**config.mk**
```make
export PLATFORM = sky130hd
export DESIGN_NAME = imem_fetch_unit_flat
export DESIGN_NICKNAME = d
export VERILOG_FILES = /design/src/rtl/imem_fetch_unit_pkg.sv /design/src/rtl/imem_fetch_unit_if.sv /design/src/rtl/imem_fetch_unit_fetch_fifo.sv /design/src/rtl/imem_fetch_unit.sv /design/src/flat_wrapper.sv
export SDC_FILE = /design/constraint.sdc
export NUM_CORES = 1
export LEC_CHECK = 0
export ABC_AREA = 0
export BUFFER_PORTS_ARGS = -buffer_cell sky130_fd_sc_hd__buf_2
export CORE_MARGIN = 10
export CORE_UTILIZATION = 45
export DETAILED_ROUTE_END_ITERATION = 12
export PLACE_DENSITY = 0.64
export SLEW_MARGIN = 30
export SYNTH_ARGS = -nofsm -noshare
export SYNTH_HDL_FRONTEND = slang
export SYNTH_SLANG_ARGS = --single-unit
export TNS_END_PERCENT = 30
```
**constraint.sdc**
```tcl
create_clock -name clk -period 10.97 [get_ports clk]
set_clock_uncertainty 0.15 [all_clocks]
set_input_delay 1.097 -clock clk [delete_from_list [all_inputs] [get_ports clk]]
set_output_delay 1.097 -clock clk [all_outputs]
set_load 0.01 [all_outputs]
```
**src/rtl/imem_fetch_unit_pkg.sv**
```systemverilog
// -----------------------------------------------------------------------------
// ifetch_pkg
// Shared types and constants for the instruction fetch front end.
//   fetch_state_t : request FSM states (IDLE, FETCH, DISCARD)
//   fetch_entry_t : one prefetch queue entry {pc, instr}
//   NOP_INSTR_C   : addi x0,x0,0, shown on Instr_F when nothing valid
//   word_align()  : clears the byte-offset bits of an address
// -----------------------------------------------------------------------------
package ifetch_pkg;

    typedef enum logic [1:0] {
        IDLE    = 2'd0,
        FETCH   = 2'd1,
        DISCARD = 2'd2
    } fetch_state_t;

    typedef struct packed {
        logic [31:0] pc;
        logic [31:0] instr;
    } fetch_entry_t;

    localparam logic [31:0] NOP_INSTR_C = 32'h0000_0013;

    function automatic logic [31:0] word_align(input logic [31:0] a);
        return {a[31:2], 2'b00};
    endfunction

endpackage

```
**src/rtl/imem_fetch_unit_if.sv**
```systemverilog
// -----------------------------------------------------------------------------
// imem_fetch_unit_if
// Instruction memory request/response bus between the fetch unit (master)
// and instruction memory (slave). At most one request is outstanding; the
// address is held while imem_req=1 until the imem_ack cycle.
//   imem_req   : request valid (master -> slave)
//   imem_addr  : word-aligned request address (master -> slave)
//   imem_ack   : response valid, imem_rdata valid this cycle (slave -> master)
//   imem_rdata : returned instruction word (slave -> master)
// -----------------------------------------------------------------------------
interface imem_fetch_unit_if;
    logic        imem_req;
    logic [31:0] imem_addr;
    logic        imem_ack;
    logic [31:0] imem_rdata;

    modport master (
        output imem_req,
        output imem_addr,
        input  imem_ack,
        input  imem_rdata
    );

    modport slave (
        input  imem_req,
        input  imem_addr,
        output imem_ack,
        output imem_rdata
    );
endinterface

```
**src/rtl/imem_fetch_unit_fetch_fifo.sv**
```systemverilog
// -----------------------------------------------------------------------------
// fetch_fifo
// DEPTH-entry synchronous FIFO of fetch_entry_t used as the prefetch queue.
// Head is read combinationally from the storage registers.
//   clk, reset : clock, asynchronous active-low reset
//   push, din  : write din at the tail
//   pop        : drop the head entry
//   clear      : flush (wins over push/pop)
//   full, empty, count : occupancy (count is log2(DEPTH)+1 bits)
//   head       : oldest entry
// -----------------------------------------------------------------------------
module fetch_fifo
    import ifetch_pkg::*;
#(
    parameter int DEPTH = 4,
    localparam int AW   = $clog2(DEPTH)
) (
    input  logic         clk,
    input  logic         reset,
    input  logic         push,
    input  logic         pop,
    input  logic         clear,
    input  fetch_entry_t din,
    output logic         full,
    output logic         empty,
    output logic [AW:0]  count,
    output fetch_entry_t head
);

    fetch_entry_t mem [DEPTH];
    logic [AW-1:0] wr_ptr_reg;
    logic [AW-1:0] rd_ptr_reg;
    logic [AW:0]   count_reg;

    // Storage needs no reset: nothing is read out while the queue is empty.
    always_ff @(posedge clk) begin
        if (push && !clear) begin
            mem[wr_ptr_reg] <= din;
        end
    end

    always_ff @(posedge clk or negedge reset) begin
        if (!reset) begin
            wr_ptr_reg <= '0;
            rd_ptr_reg <= '0;
            count_reg  <= '0;
        end else if (clear) begin
            wr_ptr_reg <= '0;
            rd_ptr_reg <= '0;
            count_reg  <= '0;
        end else begin
            if (push) wr_ptr_reg <= wr_ptr_reg + AW'(1);
            if (pop)  rd_ptr_reg <= rd_ptr_reg + AW'(1);
            count_reg <= count_reg + (AW+1)'(push) - (AW+1)'(pop);
        end
    end

    assign full  = (count_reg == (AW+1)'(DEPTH));
    assign empty = (count_reg == '0);
    assign count = count_reg;
    assign head  = mem[rd_ptr_reg];

    // The fetch FSM only requests while space remains, so a push into a
    // full queue without a simultaneous pop means the FSM is broken.
    always @(posedge clk) begin
        if (reset) begin
            assert (!(push && full && !pop && !clear));
        end
    end

endmodule

```
**src/rtl/imem_fetch_unit.sv**
```systemverilog
// -----------------------------------------------------------------------------
// imem_fetch_unit
// Fetch front end: owns the fetch PC, issues one-at-a-time word requests to
// instruction memory, buffers returned words in a prefetch queue and presents
// the head to the decode pipeline register.
//   clk, reset      : clock, asynchronous active-low reset
//   PCSrc/PCTargetE : redirect request and target from execute
//   StallF          : decode not accepting this cycle
//   imem            : instruction memory bus (master modport)
//   Instr_F/PCF/PCPlus4_F/InstrValidF : head instruction view
//   FetchEmpty      : prefetch queue empty (fetch bubble)
// Optional macro IFETCH_BYPASS_EN: with an empty queue, a returning word is
// shown in its ack cycle and, if not stalled, consumed without being queued.
// -----------------------------------------------------------------------------
module imem_fetch_unit
    import ifetch_pkg::*;
#(
    parameter logic [31:0] RESET_PC  = 32'h0000_0000,
    parameter int          DEPTH     = 4,
    parameter logic [31:0] NOP_INSTR = NOP_INSTR_C
) (
    input  logic               clk,
    input  logic               reset,
    input  logic               PCSrc,
    input  logic [31:0]        PCTargetE,
    input  logic               StallF,
    imem_fetch_unit_if.master  imem,
    output logic [31:0]        Instr_F,
    output logic [31:0]        PCF,
    output logic [31:0]        PCPlus4_F,
    output logic               InstrValidF,
    output logic               FetchEmpty
);

    localparam int AW = $clog2(DEPTH);
    localparam logic [AW:0] DEPTH_C = (AW+1)'(DEPTH);

    fetch_state_t state_reg, state_next;
    logic [31:0]  fetch_pc_reg, fetch_pc_next;
    logic [31:0]  addr_reg, addr_next;

    logic         fifo_push, fifo_pop, fifo_full, fifo_empty;
    logic [AW:0]  fifo_count, count_after;
    fetch_entry_t fifo_head, fifo_din;
    logic         ack_take, bypass_hit;

    // A response is only kept when it answers a live request and no redirect
    // arrives in the same cycle.
    assign ack_take = (state_reg == FETCH) && imem.imem_ack && !PCSrc;

`ifdef IFETCH_BYPASS_EN
    assign bypass_hit = fifo_empty && ack_take;
`else
    assign bypass_hit = 1'b0;
`endif

    // A redirect flushes the queue, so any pop in that cycle is meaningless.
    assign fifo_pop    = !fifo_empty && !StallF && !PCSrc;
    assign fifo_push   = ack_take && !(bypass_hit && !StallF);
    assign fifo_din    = '{pc: fetch_pc_reg, instr: imem.imem_rdata};
    assign count_after = fifo_count + (AW+1)'(fifo_push) - (AW+1)'(fifo_pop);

    fetch_fifo #(.DEPTH(DEPTH)) u_fifo (
        .clk   (clk),
        .reset (reset),
        .push  (fifo_push),
        .pop   (fifo_pop),
        .clear (PCSrc),
        .din   (fifo_din),
        .full  (fifo_full),
        .empty (fifo_empty),
        .count (fifo_count),
        .head  (fifo_head)
    );

    // addr_reg only changes when a new request starts, which keeps the bus
    // address stable through DISCARD even though fetch_pc has moved on.
    always_comb begin
        state_next    = state_reg;
        fetch_pc_next = fetch_pc_reg;
        addr_next     = addr_reg;
        unique case (state_reg)
            IDLE: begin
                if (PCSrc) begin
                    fetch_pc_next = PCTargetE;
                end else if (!fifo_full) begin
                    state_next = FETCH;
                    addr_next  = word_align(fetch_pc_reg);
                end
            end
            FETCH: begin
                if (imem.imem_ack) begin
                    if (PCSrc) begin
                        fetch_pc_next = PCTargetE;
                        state_next    = IDLE;
                    end else begin
                        fetch_pc_next = fetch_pc_reg + 32'd4;
                        if (count_after < DEPTH_C) begin
                            state_next = FETCH;
                            addr_next  = word_align(fetch_pc_reg + 32'd4);
                        end else begin
                            state_next = IDLE;
                        end
                    end
                end else if (PCSrc) begin
                    fetch_pc_next = PCTargetE;
                    state_next    = DISCARD;
                end
            end
            DISCARD: begin
                if (PCSrc) fetch_pc_next = PCTargetE;
                if (imem.imem_ack) state_next = IDLE;
            end
            default: begin
                state_next = IDLE;
            end
        endcase
    end

    always_ff @(posedge clk or negedge reset) begin
        if (!reset) begin
            state_reg    <= IDLE;
            fetch_pc_reg <= RESET_PC;
            addr_reg     <= word_align(RESET_PC);
        end else begin
            state_reg    <= state_next;
            fetch_pc_reg <= fetch_pc_next;
            addr_reg     <= addr_next;
        end
    end

    // With an empty queue PCF shows fetch_pc, i.e. the next expected PC.
    always_comb begin
        InstrValidF = !fifo_empty || bypass_hit;
        if (!fifo_empty) begin
            Instr_F = fifo_head.instr;
            PCF     = fifo_head.pc;
        end else if (bypass_hit) begin
            Instr_F = imem.imem_rdata;
            PCF     = fetch_pc_reg;
        end else begin
            Instr_F = NOP_INSTR;
            PCF     = fetch_pc_reg;
        end
    end

    assign PCPlus4_F      = PCF + 32'd4;
    assign FetchEmpty     = fifo_empty;
    assign imem.imem_req  = (state_reg != IDLE);
    assign imem.imem_addr = addr_reg;

endmodule

```
**src/flat_wrapper.sv**
```systemverilog
// flat-port wrapper written by rule: the top's interface ports become plain ports
module imem_fetch_unit_flat import ifetch_pkg::*;
#(
    parameter logic [31:0] RESET_PC  = 32'h0000_0000,
    parameter int          DEPTH     = 4,
    parameter logic [31:0] NOP_INSTR = NOP_INSTR_C
)
  (clk, reset, PCSrc, PCTargetE, StallF, Instr_F, PCF, PCPlus4_F, InstrValidF, FetchEmpty, imem_imem_req, imem_imem_addr, imem_imem_ack, imem_imem_rdata);
  imem_fetch_unit_if imem_i ();
  input  logic clk;
  input  logic reset;
  input  logic PCSrc;
  input  logic [31:0] PCTargetE;
  input  logic StallF;
  output logic [31:0] Instr_F;
  output logic [31:0] PCF;
  output logic [31:0] PCPlus4_F;
  output logic InstrValidF;
  output logic FetchEmpty;
  output wire logic [$bits(imem_i.imem_req)-1:0] imem_imem_req;
  output wire logic [$bits(imem_i.imem_addr)-1:0] imem_imem_addr;
  input wire logic [$bits(imem_i.imem_ack)-1:0] imem_imem_ack;
  input wire logic [$bits(imem_i.imem_rdata)-1:0] imem_imem_rdata;
  assign imem_imem_req = imem_i.imem_req;
  assign imem_imem_addr = imem_i.imem_addr;
  assign imem_i.imem_ack = imem_imem_ack;
  assign imem_i.imem_rdata = imem_imem_rdata;
  imem_fetch_unit #(.RESET_PC(RESET_PC), .DEPTH(DEPTH), .NOP_INSTR(NOP_INSTR)) u_core (.clk(clk), .reset(reset), .PCSrc(PCSrc), .PCTargetE(PCTargetE), .StallF(StallF), .imem(imem_i), .Instr_F(Instr_F), .PCF(PCF), .PCPlus4_F(PCPlus4_F), .InstrValidF(InstrValidF), .FetchEmpty(FetchEmpty));
endmodule
```
# ---- Word level (Yosys, flattened, before mapping)
# Memories as Yosys holds them, arrays and structs flattened.
# Index checks and enable logic that the tools add are counted.
dict set report op_classes {
  n_addsub 6
  magnitude_cmp 1
  n_reduce_logical 18
  n_eq_ne 10
  mux 27
}
# cell count
set op_table {}
lappend op_table {{$mux 32} 10}
lappend op_table {{$pmux 32 s2} 2}
lappend op_table {{$add 32x3->32 const B} 2}
lappend op_table {{$mux 2} 10}
lappend op_table {{$ne 2x2->1 const B} 6}
lappend op_table {{$reduce_bool 2->1} 5}
lappend op_table {{$pmux 2 s3} 1}
lappend op_table {{$reduce_and 6->1} 1}
lappend op_table {{$logic_and 1x1->1} 5}
lappend op_table {{$add 2x1->2 const B} 2}
lappend op_table {{$reduce_and 4->1} 1}
lappend op_table {{$add 3x1->3} 1}
lappend op_table {{$eq 3x3->1 const B} 1}
lappend op_table {{$logic_not 1->1} 3}
lappend op_table {{$logic_not 3->1} 1}
lappend op_table {{$lt 3x3->1 const B} 1}
lappend op_table {{$mux 1} 3}
lappend op_table {{$mux 3} 1}
lappend op_table {{$ne 3x3->1 const B} 1}
lappend op_table {{$sub 3x1->3} 1}
lappend op_table {{$eq 2x1->1 const B} 1}
lappend op_table {{$eq 2x2->1 const B} 1}
lappend op_table {{$logic_not 2->1} 1}
lappend op_table {{$reduce_or 2->1} 1}
dict set report totals {
  mem_bits_rw 256
  memories 1
  input_bits 69
  output_inout_bits 131
  ff_bits 73
}
# memory words width read_ports rd_ports_with_merged_regs write_ports line
set memory_table {}
lappend memory_table {u_core.u_fifo.mem 4 64 1 0 1 imem_fetch_unit_fetch_fifo.sv:30} ;# fetch_entry_t mem [DEPTH];

# ---- Longest topological paths before layout
dict set report logic_depth {
  ltp_word 10
  ltp_mapped 19
}

# ---- Cells and area by module
# A second synthesis with hierarchy kept.
dict set report hier_totals {
  cells_unflattened 1020
  area_unflattened_um2 14924.3
}
# mod cells_each area_each_um2 instances
set modules_own_cells {}
lappend modules_own_cells {fetch_fifo 374 9700.6 1}
lappend modules_own_cells {imem_fetch_unit 646 5223.8 1}

# ---- Worst setup path after synthesis
# OpenSTA, ideal clock, no wires.
dict set report synth_timing {
  path_type {flip-flop to output port}
  start {register u_core.u_fifo.count_reg[1], in the netlist u_core.u_fifo.count[1]}
  end {output port PCPlus4_F[30]}
  arrival_ns 3.685
  t_required_ns 9.723
  slack_ns 6.038
  path_stages_with_launch 15
  path_cell_list {dfrtp_1 or3_1 buf_4 buf_4 clkbuf_1 buf_2 clkbuf_1 clkbuf_1 o21ai_0 ha_1 nand3_1 o21ai_1 nand3_2 nor4_2 xor2_1}
}
dict set report synth_via {
  elab_chain_len 3
}
# item line
set synth_lines {}
lappend synth_lines {{start: declaration} imem_fetch_unit_fetch_fifo.sv:33} ;# logic [AW:0] count_reg;
lappend synth_lines {{start signal: assignment} imem_fetch_unit_fetch_fifo.sv:54} ;# count_reg <= count_reg + (AW+1)'(push) - (AW+1)'(pop);
lappend synth_lines {{$logic_not 3->1} imem_fetch_unit_fetch_fifo.sv:59} ;# assign empty = (count_reg == '0);
lappend synth_lines {{$mux 32} imem_fetch_unit.sv:135} ;# if (!fifo_empty) begin
lappend synth_lines {{via PCF[3]} flat_wrapper.sv:16} ;# output logic [31:0] PCF;
lappend synth_lines {{$add 32x3->32} imem_fetch_unit.sv:147} ;# assign PCPlus4_F = PCF + 32'd4;
lappend synth_lines {{end: declaration} flat_wrapper.sv:17} ;# output logic [31:0] PCPlus4_F;
# The timed path passes the listed nets, and every way through them passes these cells.

# ---- Final worst setup path
dict set report layout_timing {
  start {register u_core.u_fifo.count_reg[1], in the netlist u_core.u_fifo.count[1]}
  end {output port PCPlus4_F[30]}
}
dict set report layout_via {
  elab_chain_len 3
}
# item line
set layout_lines {}
lappend layout_lines {{$logic_not 3->1} imem_fetch_unit_fetch_fifo.sv:59}
lappend layout_lines {{$mux 32} imem_fetch_unit.sv:135}
lappend layout_lines {{$add 32x3->32} imem_fetch_unit.sv:147}
# Every way passes these cells.

==> metrics.md <==
| Metric | Value |
|---|---|
| Status | finished clean |
| Yosys top cell area share | 51.74% |
| Worst-Skew Late Latency | 0.51 ns |
| Worst-path fanout max | 82 |
| Detail Route Antenna Nets | 0 |
| CTS H-tree depth | 2 |
| Synthesis warning total | 0 |
| Total Wirelength | 39240 um |
| Gr ovfl total | 0 |
| Post-synth EDFFs | 256 |
| Fillers | 2784 |
| Post-Layout Inst Area | 17380 um2 |
| Setup tns final | 0 ns |
| Initial antenna violation count | 1 |
| RSZ-0062 raised after global routing | no |
| Largest net degree at the start of global routing | 83 |
| Normalized max-slew margin | 32.10% |
| Min Tclk post-route | 5.427 ns |
| Switching part of the total | 37.05% |
| RePlAce Congestion | 0.9227 |
| Seq/Total Area, Yosys | 63.70% |
| Die width | 201.7 um |
| Synth Cell Area | 14860 um2 |
| Port bufs | 197 |
| Top-count cell post-synth | edfxtp_1 |
| Via count | 9705 |
| I/O pin cnt | 200 |
| Leakage | 6.426 nW |
| Num CTS Buffers | 36 |
| CP startpoint kind | flip-flop |
| Tot Pwr | 4.538 mW |
| Final #Nets | 1341 |
| Clk pwr share | 25.4% |
| CTS resizes | 0 |
| Final max-slew violation count | 0 |
| DP Area | 16230 um2 |
| CORE AREA | 32540 um2 |
| Class of the worst hold path | reg2reg |
| Number of global-route vias before repair | 9977 |
| Dpl hpwl | 25950 um |
| Share of flip-flops with an asynchronous set or reset | 21.71% |
| Clock sink count | 327 |
| Int Power | 2.856 mW |
| Die ar. | 40680 um2 |
| Rows | 66 |
| Synth Register Bits | 327 |
| Syn Inst Count | 1081 |
| Peak supply drop | 0.1599 mV |
| Comb pwr share | 37.5% |
| # diodes | 0 |
| Synthesis-to-finish area growth | 16.95% |
| Post-synth top cells | edfxtp_1, nand2_1, dfrtp_1 |
| Vias per cell | 5.603 |
| Worst Path Required | 9.72 ns |
| Setup violations, final | 0 |
| MaxCap Viol Count | 0 |
| Max FFs per register | 256 |
| Max Freq | 184.3 MHz |
| DRC viols | 0 |
| WL/cell | 22.66 um |
| WP data arrival | 4.18 ns |
| NetSw | 1.681 mW |
| Max Root-Sink Buffers | 3 |
| Die Ht | 201.7 um |
| GRT Total Usage | 19.01% |
| Layout cells sized above 1 | 26.59% |
| Synth area leader | edfxtp_1 |
| Syn_area_per_cell | 13.74 um2 |
| PD cells | 261.2 nW/um2 |
| Initial core utilization | 45.66% |
| CTS Hold Bufs | 0 |
| DRT iter0 DRCs | 953 |
| Number of distinct library cells after synthesis | 67 |
| Worst-path clk slew | 0.06 ns |
| Clock root buffer | clkbuf_16 |
| Global-route wire length before repair | 60590 um |
| Final Hold Violating Endpoints | 0 |
| CTS tree | done |
| Sequential power share | 37.2% |
| Top FF cell, synth | edfxtp_1 |
| Crit Path Class | reg2out |
| Period utilization | 49.47% |
| Setup Buffers After CTS | 0 |
| Largest cells by area after synthesis | edfxtp_1, dfrtp_1, mux4_2 |
| DR pass1 iterations | 5 |
| Worst-margin pin slew | 1.011 ns |
| Crit path capture type | primary output |
## final cells by class
class                      count  area, um2  area share [%]
sequential                   327       9469           54.50
multi-input combinational    662       4994           28.74
timing repair buffer         214       1140           6.560
clock buffer                  54       1050           6.042
tap                          442      553.0           3.183
clock inverter                11      87.58          0.5041
inverter                      22      82.58          0.4753
## cell families after synthesis
group | Yosys count | share of synthesized area (%)
AOI/OAI and AO/OA | 139 | 5.752
adders and majority gates | 9 | 0.8085
DFF | 327 | 63.70
and+or+nand+nor | 367 | 11.90
other | 1 | 0.02524
buffers and inverters | 93 | 2.838
xor gates and xnor gates | 69 | 4.068
muxes | 76 | 10.91
## worst paths after layout
kind / from / endpoint / slack (ns) / depth (start not counted)
max reg2reg: u_core.state_reg[0] / u_core.imem.imem_addr[21] / 6.24 / 16
max in group asynchronous: reset / u_core.u_fifo.rd_ptr_reg[0] / 9.62 / 1
min reg2reg: u_core.imem.imem_addr[28] / u_core.imem.imem_addr[28] / 0.32 / 2
max: u_core.u_fifo.count[1] / PCPlus4_F[30] / 5.54 / 10
min in group asynchronous: reset / u_core.imem.imem_addr[27] / 0.46 / 1
min: u_core.imem.imem_addr[28] / u_core.imem.imem_addr[28] / 0.32 / 2
## layer usage
layer / track usage [%] / share of wire (%) / up-vias
li1: - / - / 4380
met1: 25.55 / 42 / 4873
met2: 30.39 / 48 / 394
met3: 4.402 / 8.4 / 56
met4: 5.262 / 2.0 / 2
met5: 0 / 0.020 / -
## layout by cell type, fill, tap and decap left out, types with 3 or more instances in the layout
master,count
mux4_2,49
clkinv_2,5
nor4_1,5
clkbuf_8,6
dfrtp_1,69
a221o_1,3
o21ai_0,62
and3_2,4
clkinv_1,4
and2_1,39
clkbuf_1,11
edfxtp_1,256
and3_1,10
inv_1,20
mux4_1,15
buf_4,14
nand2b_1,6
nand3_1,34
nor3_1,16
nor2_1,51
buf_6,3
nand2_1,161
clkbuf_16,37
nor4_2,3
o22a_1,4
or2_2,6
mux2i_1,10
buf_2,196
a21oi_1,37
nand4_1,15
o22ai_1,5
a22oi_1,3
xor2_1,28
xnor2_1,41
ha_1,8
a32oi_1,4
## power by group through the flow
| stage | logic, mW | clock network [mW] | registers [mW] |
|---|---|---|---|
| after floorplan | 1.09 | 0 | 1.64 |
| after global placement | 1.70 | 0 | 1.70 |
| after detailed placement | 1.72 | 0 | 1.71 |
| after CTS | 1.73 | 1.18 | 1.68 |
| after global routing | 1.86 | 1.23 | 1.71 |
| final | 1.70 | 1.15 | 1.69 |
## through the flow
step / hold slack, ns / util [%] / worst slack, ns / std cells
global route: 0.3546 / 53.40 / 5.295 / 1732
detailed placement: 0.3169 / 49.90 / 5.680 / 1667
finish: 0.3227 / 53.40 / 5.543 / 1732
CTS: 0.3301 / 53.39 / 5.479 / 1732
global placement: 0.3111 / 49.81 / 5.749 / 1666
floorplan: 0.3242 / - / 6.038 / 1082
## critical path, stage by stage (launching register included)
cell and delay, ns:
dfrtp_1 0.42, or3_2 0.46, buf_4 0.41, o21ai_0 0.35, ha_1 0.33, nand3_1 0.10, o21ai_1 0.49, nand3_2 0.37
nor4_2 0.39, xor2_1 0.16, buf_2 0.15
Power figures use the tool's default switching activity.
